===== src/rtl/vip_fifo_frame_reader_if.sv =====
// FIFO read port and framed pixel stream of the VIP frame reader.
// master: the frame reader (drives rdreq and the output stream).
// slave:  the surrounding FIFO and downstream stage.
interface vip_fifo_frame_reader_if #(
  parameter int unsigned DWIDTH = 24
) ();
  logic              fifo_rdreq;
  logic [DWIDTH-1:0] fifo_data;
  logic              fifo_empty;
  logic [DWIDTH-1:0] out_data;
  logic              out_valid;
  logic              out_ready;
  logic              out_sof;
  logic              out_eol;
  logic              out_eof;

  modport master (
    output fifo_rdreq,
    input  fifo_data,
    input  fifo_empty,
    output out_data,
    output out_valid,
    input  out_ready,
    output out_sof,
    output out_eol,
    output out_eof
  );

  modport slave (
    input  fifo_rdreq,
    output fifo_data,
    output fifo_empty,
    input  out_data,
    input  out_valid,
    output out_ready,
    input  out_sof,
    input  out_eol,
    input  out_eof
  );
endinterface


===== src/rtl/vip_fifo_frame_reader.sv =====
// Frame reader: drains one frame of pixel words from a normal-mode FIFO into a
// 2-entry skid buffer and emits them as a valid/ready stream with sof/eol/eof.
module vip_fifo_frame_reader #(
  parameter int unsigned DWIDTH = 24,
  parameter int unsigned DIMW   = 11
) (
  input  logic                      clock,
  input  logic                      reset,
  input  logic [DIMW-1:0]           width,
  input  logic [DIMW-1:0]           height,
  input  logic                      start,
  output logic                      busy,
  output logic                      frame_done,
  vip_fifo_frame_reader_if.master   bus
);

  localparam int unsigned TotW = 2 * DIMW;

  typedef enum logic [1:0] {StIdle, StRun, StDone} state_e;

  state_e            state_q, state_d;
  logic [DIMW-1:0]   w_q, w_d, h_q, h_d;
  logic [DIMW-1:0]   x_q, x_d, y_q, y_d;
  logic [TotW-1:0]   total_q, total_d;
  logic [TotW-1:0]   req_cnt_q, req_cnt_d;
  logic              rdreq_q, rdreq_d;
  logic [DWIDTH-1:0] buf_q [2];
  logic              head_q;
  logic [1:0]        occ_q, occ_d;

  logic              valid;
  logic              pop;
  logic              eol;
  logic              eof;
  logic              tail;
  logic [2:0]        claim;

  assign valid = (occ_q != 2'd0);
  assign pop   = valid & bus.out_ready;
  assign eol   = valid & (x_q == w_q - DIMW'(1));
  assign eof   = eol & (y_q == h_q - DIMW'(1));
  // A capture only ever lands while at most one entry is held.
  assign tail  = head_q ^ occ_q[0];
  // Words held or already requested once this cycle's pop has left.
  assign claim = 3'(occ_q) + 3'(rdreq_q) - 3'(pop);
  assign occ_d = occ_q + 2'(rdreq_q) - 2'(pop);

  assign busy           = (state_q == StRun);
  assign frame_done     = (state_q == StDone);
  assign bus.fifo_rdreq = rdreq_q;
  assign bus.out_valid  = valid;
  assign bus.out_data   = buf_q[head_q];
  assign bus.out_sof    = valid & (x_q == '0) & (y_q == '0);
  assign bus.out_eol    = eol;
  assign bus.out_eof    = eof;

  // Next-state, dimension latch, pixel position and read issue.
  always_comb begin
    state_d   = state_q;
    w_d       = w_q;
    h_d       = h_q;
    x_d       = x_q;
    y_d       = y_q;
    total_d   = total_q;
    req_cnt_d = req_cnt_q;
    rdreq_d   = 1'b0;
    case (state_q)
      StIdle: begin
        if (start) begin
          if (width != '0 && height != '0) begin
            state_d = StRun;
            w_d     = width;
            h_d     = height;
            x_d     = '0;
            y_d     = '0;
            total_d = TotW'(width) * TotW'(height);
          end else begin
            state_d = StDone;
          end
        end
      end
      StRun: begin
        if (pop) begin
          if (eol) begin
            x_d = '0;
            y_d = y_q + DIMW'(1);
          end else begin
            x_d = x_q + DIMW'(1);
          end
          if (eof) state_d = StDone;
        end
      end
      StDone: begin
        state_d   = StIdle;
        req_cnt_d = '0;
      end
      default: state_d = StIdle;
    endcase
    // Issuing from the accepting cycle gives rdreq one cycle after start.
    rdreq_d = (state_d == StRun) && !bus.fifo_empty && (req_cnt_q < total_d) &&
              (claim < 3'd2);
    if (rdreq_d) req_cnt_d = req_cnt_q + TotW'(1);
  end

  // Control state and counters.
  always_ff @(posedge clock or posedge reset) begin
    if (reset) begin
      state_q   <= StIdle;
      w_q       <= '0;
      h_q       <= '0;
      x_q       <= '0;
      y_q       <= '0;
      total_q   <= '0;
      req_cnt_q <= '0;
      rdreq_q   <= 1'b0;
    end else begin
      state_q   <= state_d;
      w_q       <= w_d;
      h_q       <= h_d;
      x_q       <= x_d;
      y_q       <= y_d;
      total_q   <= total_d;
      req_cnt_q <= req_cnt_d;
      rdreq_q   <= rdreq_d;
    end
  end

  // Skid buffer: capture the word read last cycle at the tail, pop from the head.
  always_ff @(posedge clock or posedge reset) begin
    if (reset) begin
      buf_q[0] <= '0;
      buf_q[1] <= '0;
      head_q   <= 1'b0;
      occ_q    <= 2'd0;
    end else begin
      if (rdreq_q) buf_q[tail] <= bus.fifo_data;
      if (pop) head_q <= ~head_q;
      occ_q <= occ_d;
    end
  end

endmodule


===== src/flat_wrapper.sv =====
// flat-port wrapper written by rule: the top's interface ports become plain ports
module vip_fifo_frame_reader_flat 
#(
  parameter int unsigned DWIDTH = 24,
  parameter int unsigned DIMW   = 11
)
  (clock, reset, width, height, start, busy, frame_done, bus_fifo_rdreq, bus_fifo_data, bus_fifo_empty, bus_out_data, bus_out_valid, bus_out_ready, bus_out_sof, bus_out_eol, bus_out_eof);
  vip_fifo_frame_reader_if #(.DWIDTH(DWIDTH)) bus_i ();
  input  logic clock;
  input  logic reset;
  input  logic [DIMW-1:0] width;
  input  logic [DIMW-1:0] height;
  input  logic start;
  output logic busy;
  output logic frame_done;
  output wire logic [$bits(bus_i.fifo_rdreq)-1:0] bus_fifo_rdreq;
  input wire logic [$bits(bus_i.fifo_data)-1:0] bus_fifo_data;
  input wire logic [$bits(bus_i.fifo_empty)-1:0] bus_fifo_empty;
  output wire logic [$bits(bus_i.out_data)-1:0] bus_out_data;
  output wire logic [$bits(bus_i.out_valid)-1:0] bus_out_valid;
  input wire logic [$bits(bus_i.out_ready)-1:0] bus_out_ready;
  output wire logic [$bits(bus_i.out_sof)-1:0] bus_out_sof;
  output wire logic [$bits(bus_i.out_eol)-1:0] bus_out_eol;
  output wire logic [$bits(bus_i.out_eof)-1:0] bus_out_eof;
  assign bus_fifo_rdreq = bus_i.fifo_rdreq;
  assign bus_i.fifo_data = bus_fifo_data;
  assign bus_i.fifo_empty = bus_fifo_empty;
  assign bus_out_data = bus_i.out_data;
  assign bus_out_valid = bus_i.out_valid;
  assign bus_i.out_ready = bus_out_ready;
  assign bus_out_sof = bus_i.out_sof;
  assign bus_out_eol = bus_i.out_eol;
  assign bus_out_eof = bus_i.out_eof;
  vip_fifo_frame_reader #(.DWIDTH(DWIDTH), .DIMW(DIMW)) u_core (.clock(clock), .reset(reset), .width(width), .height(height), .start(start), .busy(busy), .frame_done(frame_done), .bus(bus_i));
endmodule

===== config.mk =====
export PLATFORM = sky130hd
export DESIGN_NAME = vip_fifo_frame_reader_flat
export DESIGN_NICKNAME = d
export VERILOG_FILES = /design/src/rtl/vip_fifo_frame_reader_if.sv /design/src/rtl/vip_fifo_frame_reader.sv /design/src/flat_wrapper.sv
export SDC_FILE = /design/constraint.sdc
export NUM_CORES = 1
export LEC_CHECK = 0
export CORE_ASPECT_RATIO = 1.2
export CORE_UTILIZATION = 39
export CTS_CLUSTER_SIZE = 20
export DETAILED_ROUTE_END_ITERATION = 8
export HOLD_SLACK_MARGIN = 0.08
export SYNTH_ARGS = -nofsm -noshare
export SYNTH_HDL_FRONTEND = slang
export SYNTH_SLANG_ARGS = --single-unit

===== constraint.sdc =====
create_clock -name clock -period 8.2 [get_ports clock]
set_input_delay 2.05 -clock clock [delete_from_list [all_inputs] [get_ports clock]]
set_output_delay 2.05 -clock clock [all_outputs]
set_load 0.05 [all_outputs]

==> Yosys cells after proc, flatten, opt, wreduce, memory -nomap -nowiden <==
Cells that the tools add are included.
{ "totals": {"ff_bits": 142, "output_inout_bits": 31} }
{ "classes": {"n_addsub": 9, "mul": 1, "order_cmp": 5, "eq_ne": 9, "mux": 24, "bitwise_logic": 9, "reduce_logical": 17} }
{ "op_table": {"columns": ["cell", "count"], "rows": [
  ["$mux W22", 5],
  ["$mux W24", 4],
  ["$mux W11", 6],
  ["$bwmux W48", 1],
  ["$pmux W11 S2", 2],
  ["$demux W24 S1", 1],
  ["$add A11 B1 Y11 const B", 2],
  ["$add A22 B1 Y22 const B", 1],
  ["$eq A11 B11 Y1", 2],
  ["$logic_not A11 Y1", 2],
  ["$lt A22 B22 Y1", 1],
  ["$mul A11 B11 Y22", 1],
  ["$reduce_bool A11 Y1", 2],
  ["$sub A11 B1 Y11 const B", 2],
  ["$mux W2", 4],
  ["$ne A2 B1 Y1 const B", 3],
  ["$reduce_bool A2 Y1", 3],
  ["$and A1 B1 Y1", 5],
  ["$logic_and A1 B1 Y1", 5],
  ["$reduce_and A5 Y1", 1],
  ["$eq A2 B1 Y1 const B", 2],
  ["$ge A2 B2 Y1 const B", 2],
  ["$not A1 Y2", 2],
  ["$pmux W2 S2", 1],
  ["14 further kinds", 14]
]} }

==> Depth between registers and ports, before layout <==
{ "logic_depth": {"depth_word": 12, "ltp_mapped": 32, "depth_no_buf": 29} }

==> Worst setup path after synthesis <==
Ideal clock, no wire load.
{ "synth_path": {"path_kind": "input to register", "start": "input height[10]", "end": "register u_core.req_cnt_q[12]", "setup_time_ps": 79, "t_arrival_ps": 8629, "required_time_ps": 8121, "setup_slack_ps": -508, "stages": 29, "path_buffers": 3, "path_cell_list": "clkbuf_1 nand2_1 fa_1 fa_1 inv_1 fa_1 fa_1 inv_1 fa_1 inv_1 ha_1 a21oi_1 o21ai_0 a311oi_1 o21bai_1 a21oi_1 xnor2_1 mux2i_1 ha_1 a21oi_1 o21ai_0 a221oi_1 o2111ai_1 a311o_1 a41oi_4 buf_2 buf_2 nand2_1 mux2i_1"} }
{ "synth_between": {"elab_chain_cells": 10, "elab_cells_between_ends": 16, "classes_between": "mul (1); order compare (1); eq/ne (1); mux (7); reduce/logical (6)"} }
{ "synth_rtl": {"columns": ["element", "line_no", "rtl"], "rows": [
  ["start, declared", "flat_wrapper.sv:12", "input logic [DIMW-1:0] height;"],
  ["parallel branches: the longest is 7 deep, another holds $mul A11 B11 Y22", null, null],
  ["$logic_and A1 B1 Y1 (*) (2 in series)", "vip_fifo_frame_reader.sv:100", "rdreq_d = (state_d == StRun) && !bus.fifo_empty && (req_cnt_q < total_d) &&"],
  ["via u_core.rdreq_d", "vip_fifo_frame_reader.sv:26", "logic rdreq_q, rdreq_d;"],
  ["$mux W22 / $reduce_bool A2 Y1 (equally long branches)", null, null],
  ["end signal, assigned", "vip_fifo_frame_reader.sv:123", "req_cnt_q <= req_cnt_d;"],
  ["end, declared", "vip_fifo_frame_reader.sv:25", "logic [TotW-1:0] req_cnt_q, req_cnt_d;"]
]} }
Mark *: on every way through the listed nets, which the timed path passes.
A chain may end at the register's enable or synchronous reset.

==> Worst setup path in the final report <==
{ "layout_path": {"start": "input width[2]", "end": "register u_core.req_cnt_q[6]"} }
{ "layout_between": {"elab_chain_cells": 10, "elab_cells_between_ends": 16, "classes_between": "mul (1); order compare (1); eq/ne (1); mux (7); reduce/logical (6)"} }
{ "layout_rtl": {"columns": ["element", "line_no", "rtl"], "rows": [
  ["start, declared", "flat_wrapper.sv:11", "input logic [DIMW-1:0] width;"],
  ["parallel branches: the longest is 7 deep, another holds $mul A11 B11 Y22", null, null],
  ["$logic_and A1 B1 Y1 (*) (2 in series)", "vip_fifo_frame_reader.sv:100", null],
  ["$mux W22 / $reduce_bool A2 Y1 (equally long branches)", null, null]
]} }
Mark *: on every way between the ends.

==> metrics <==
Max transition margin 25.6%; DP HPWL 22000 um; final period utilization 103%; layout cell share with drive strength beyond 1 24.1%; Num CTS Buffers 17; Hold Slack 471 ps; unique cell type count in the Yosys netlist 70; Max clock buf depth 2; final worst setup slack -247 ps; mean area per synthesized cell 9.41 um2; Pre-antenna DRT Iters 4; Overall Power 4.06 mW; Post-DRT Antenna Nets 0; PwrDens 267 nW/um2; largest cells by area after synthesis dfrtp_1 (30%), fa_1 (14%), ha_1 (9.4%), mux2_2 (7.4%), nand2_1 (6.0%); vias 9448; Setup crit end kind flip-flop; largest net degree at the start of global routing 78; Syn. warnings 0; Gate power share 60.2%; final setup vio count 22; power share of the sequential group 20.0%; synthesized area 12000 um2; Yosys reg bits 142; CP arrival 8810 ps; Remaining DRCs 0; largest area contributor in the netlist dfrtp_1; Hold WC Path Type flip-flop to flip-flop; Root Driver clkbuf_16; CP Class input port to flip-flop; Worst path max stage delay 540 ps; DR vias/cell 5.09; mux cell area share after synthesis 10.3%; I/O Buffers 81; count leader, synth nand2_1; GRT overflow 0; unrepaired setup endpoints after global routing true; # IOs 82; Data required, critical path 8560 ps; cts hold-fix bufs 0; diode count 0; Crit Path Max Fanout 5; Sw Share 42.1%; Max stage delay cell, worst path fa_1; CTS Sinks 142; share of the yosys chip area belonging to registers 29.6%; Peak VDD IR 238 uV; final hold viol count 0; WL final 29600 um; starting DRC count in detailed routing 462; first-pass GRT wire length 50600 um; syn_nets 1498; failing checks negative setup slack; status finished, violations left; Area growth syn-to-layout 26.5%; dpl cell area 14100 um2; final instance area 15200 um2; most instantiated cells after synthesis nand2_1 (192), inv_1 (143), dfrtp_1 (142), ha_1 (90), fa_1 (81); largest family of logic cells by synthesized area adder cells; Finished Core Util 50.0%; Die Area 31500 um2; asr flop ratio synth 100%; reg2reg setup slack 4060 ps; htree depth 4; Post-Syn Instances 1276; Max-Cap Viols 0; Fill cells 2820; GPL Wtd Cong 0.820; internal cell power 2.35 mW; CP startpoint kind input port; Slew @ Worst Pin 1110 ps; die width 162 um; Period minus WS final 8450 ps; switching power 1.71 mW; adder-cell share of the synthesized area 22.9%; most used cell, CP fa_1; average wire per standard cell 16.0 um; Final Skew 20.8 ps; nets 1669; num rows 70; core area 30400 um2; DP Cell Count 1798; Worst-Skew Late Latency 440 ps; top_reg_cell synth dfrtp_1; Leakage Power 7.07 nW; vias in the first global route 9965; Simple-Gate Fraction of Synth Area 19.0%; fmax 0.118 GHz; starting density of the core 39.5%; register clock-pin slew on the reported worst setup and hold paths 80 ps; share of Yosys cell area claimed by the top area cell type 29.6%; initial antenna violation count 0; Post-synth EDFFs 0; GRT Util Overall 20.1%; TritonCTS clock tree done; Final Max Tran Viols 0; die height 194 um; post-synthesis compound-gate area fraction 7.60%; XOR/XNOR Fraction of Synth Area 4.13%; clock network fraction of design power 19.9%; Finished Layout Cells 1856
[layout make-up]
cell class / count / area (um2) / share of cell area (%)
Multi-Input combinational cell: 931 / 8110 / 53.4
Clock inverter: 15 / 189 / 1.24
Sequential cell: 142 / 3550 / 23.4
Tap cell: 396 / 495 / 3.26
Inverter: 144 / 546 / 3.59
Clock buffer: 17 / 425 / 2.80
Timing Repair Buffer: 211 / 1860 / 12.3
[per-layer routing]
metal  wire length (um)  GRT usage (%)  vias to the layer above
li1                   -              -                     4594
met1              13300           25.8                     4669
met2              14800           34.8                      151
met3               1030           2.91                       34
met4                544           5.56                        0
met5                  0              0                        -
[cell usage in the layout (no fill, tap or decap), types with 16 or more instances in the layout]
master,count
a21oi_1,28
and2_1,68
buf_4,110
buf_6,16
clkbuf_16,17
clkdlybuf4s50_1,61
dfrtp_1,142
fa_1,74
ha_1,73
inv_1,136
mux2_2,76
mux2i_1,24
nand2_1,182
nand3_1,38
nor2_1,48
o21ai_0,36
xnor2_1,35
xor2_1,18
[flip-flops by register name, summed over array words and instances (netlist names)]
register and cells:
u_core.buf_q 48, u_core.state_q 2, u_core.bus.fifo_rdreq 1, u_core.w_q 11
u_core.x_q 11, u_core.h_q 11, u_core.head_q 1, u_core.req_cnt_q 22
u_core.occ_q 2, u_core.y_q 11, u_core.total_q 22
[cell families (layout without fill, tap and decap cells)]
kind of cell               Yosys count  in the layout
muxes                              110            110
xor gates and xnor gates            55             55
AOI/OAI and AO/OA                  140            140
DFF                                142            142
buffers and inverters              203            387
and+or+nand+nor                    455            455
adders and majority gates          171            171
[critical path, delay by kind of cell]
| kind | cells | cell delay [ps] |
|---|---|---|
| muxes | 2 | 430 |
| buffers and inverters | 8 | 730 |
| adders and majority gates | 7 | 3150 |
| AOI/OAI and AO/OA | 12 | 2200 |
| xor gates and xnor gates | 1 | 180 |
| and+or+nand+nor | 1 | 50 |
[worst paths after layout]
check	start	endpoint	cells after the start
worst min-delay path	u_core.total_q[9]	u_core.total_q[9]	2
worst min register to register	u_core.total_q[9]	u_core.total_q[9]	2
max in group asynchronous	reset	u_core.total_q[10]	3
worst max register to register	u_core.state_q[0]	u_core.req_cnt_q[6]	14
worst max-delay path	width[2]	u_core.req_cnt_q[6]	31
min in group asynchronous	reset	u_core.y_q[9]	2
[timing repair]
| item | 4_1_cts | 5_1_grt |
|---|---|---|
| setup endpoints to repair | 23 | 23 |
| setup buffers | 17 | 4 |
| gates cloned | 5 | 0 |
| gates resized for setup | 110 | 33 |
| pin swaps | 34 | 36 |
[metrics by stage]
stage          TNS, ps  setup WS (ps)
3_5_place_dp    -24070          -1140
6_report         -3450           -247
5_1_grt          -9630           -510
4_1_cts          -3540           -238
2_1_floorplan        0           1.03
3_3_place_gp    -23090          -1100
[power by group through the flow]
stage | Clock [mW] | Sequential, mW | Combinational [mW]
3_5_place_dp | 0 | 0.825 | 2.15
4_1_cts | 0.823 | 0.811 | 2.27
3_3_place_gp | 0 | 0.822 | 2.14
2_1_floorplan | 0 | 0.800 | 1.47
6_report | 0.806 | 0.811 | 2.44
5_1_grt | 0.850 | 0.819 | 2.70
No activity file was read; power rests on OpenSTA's default activity.
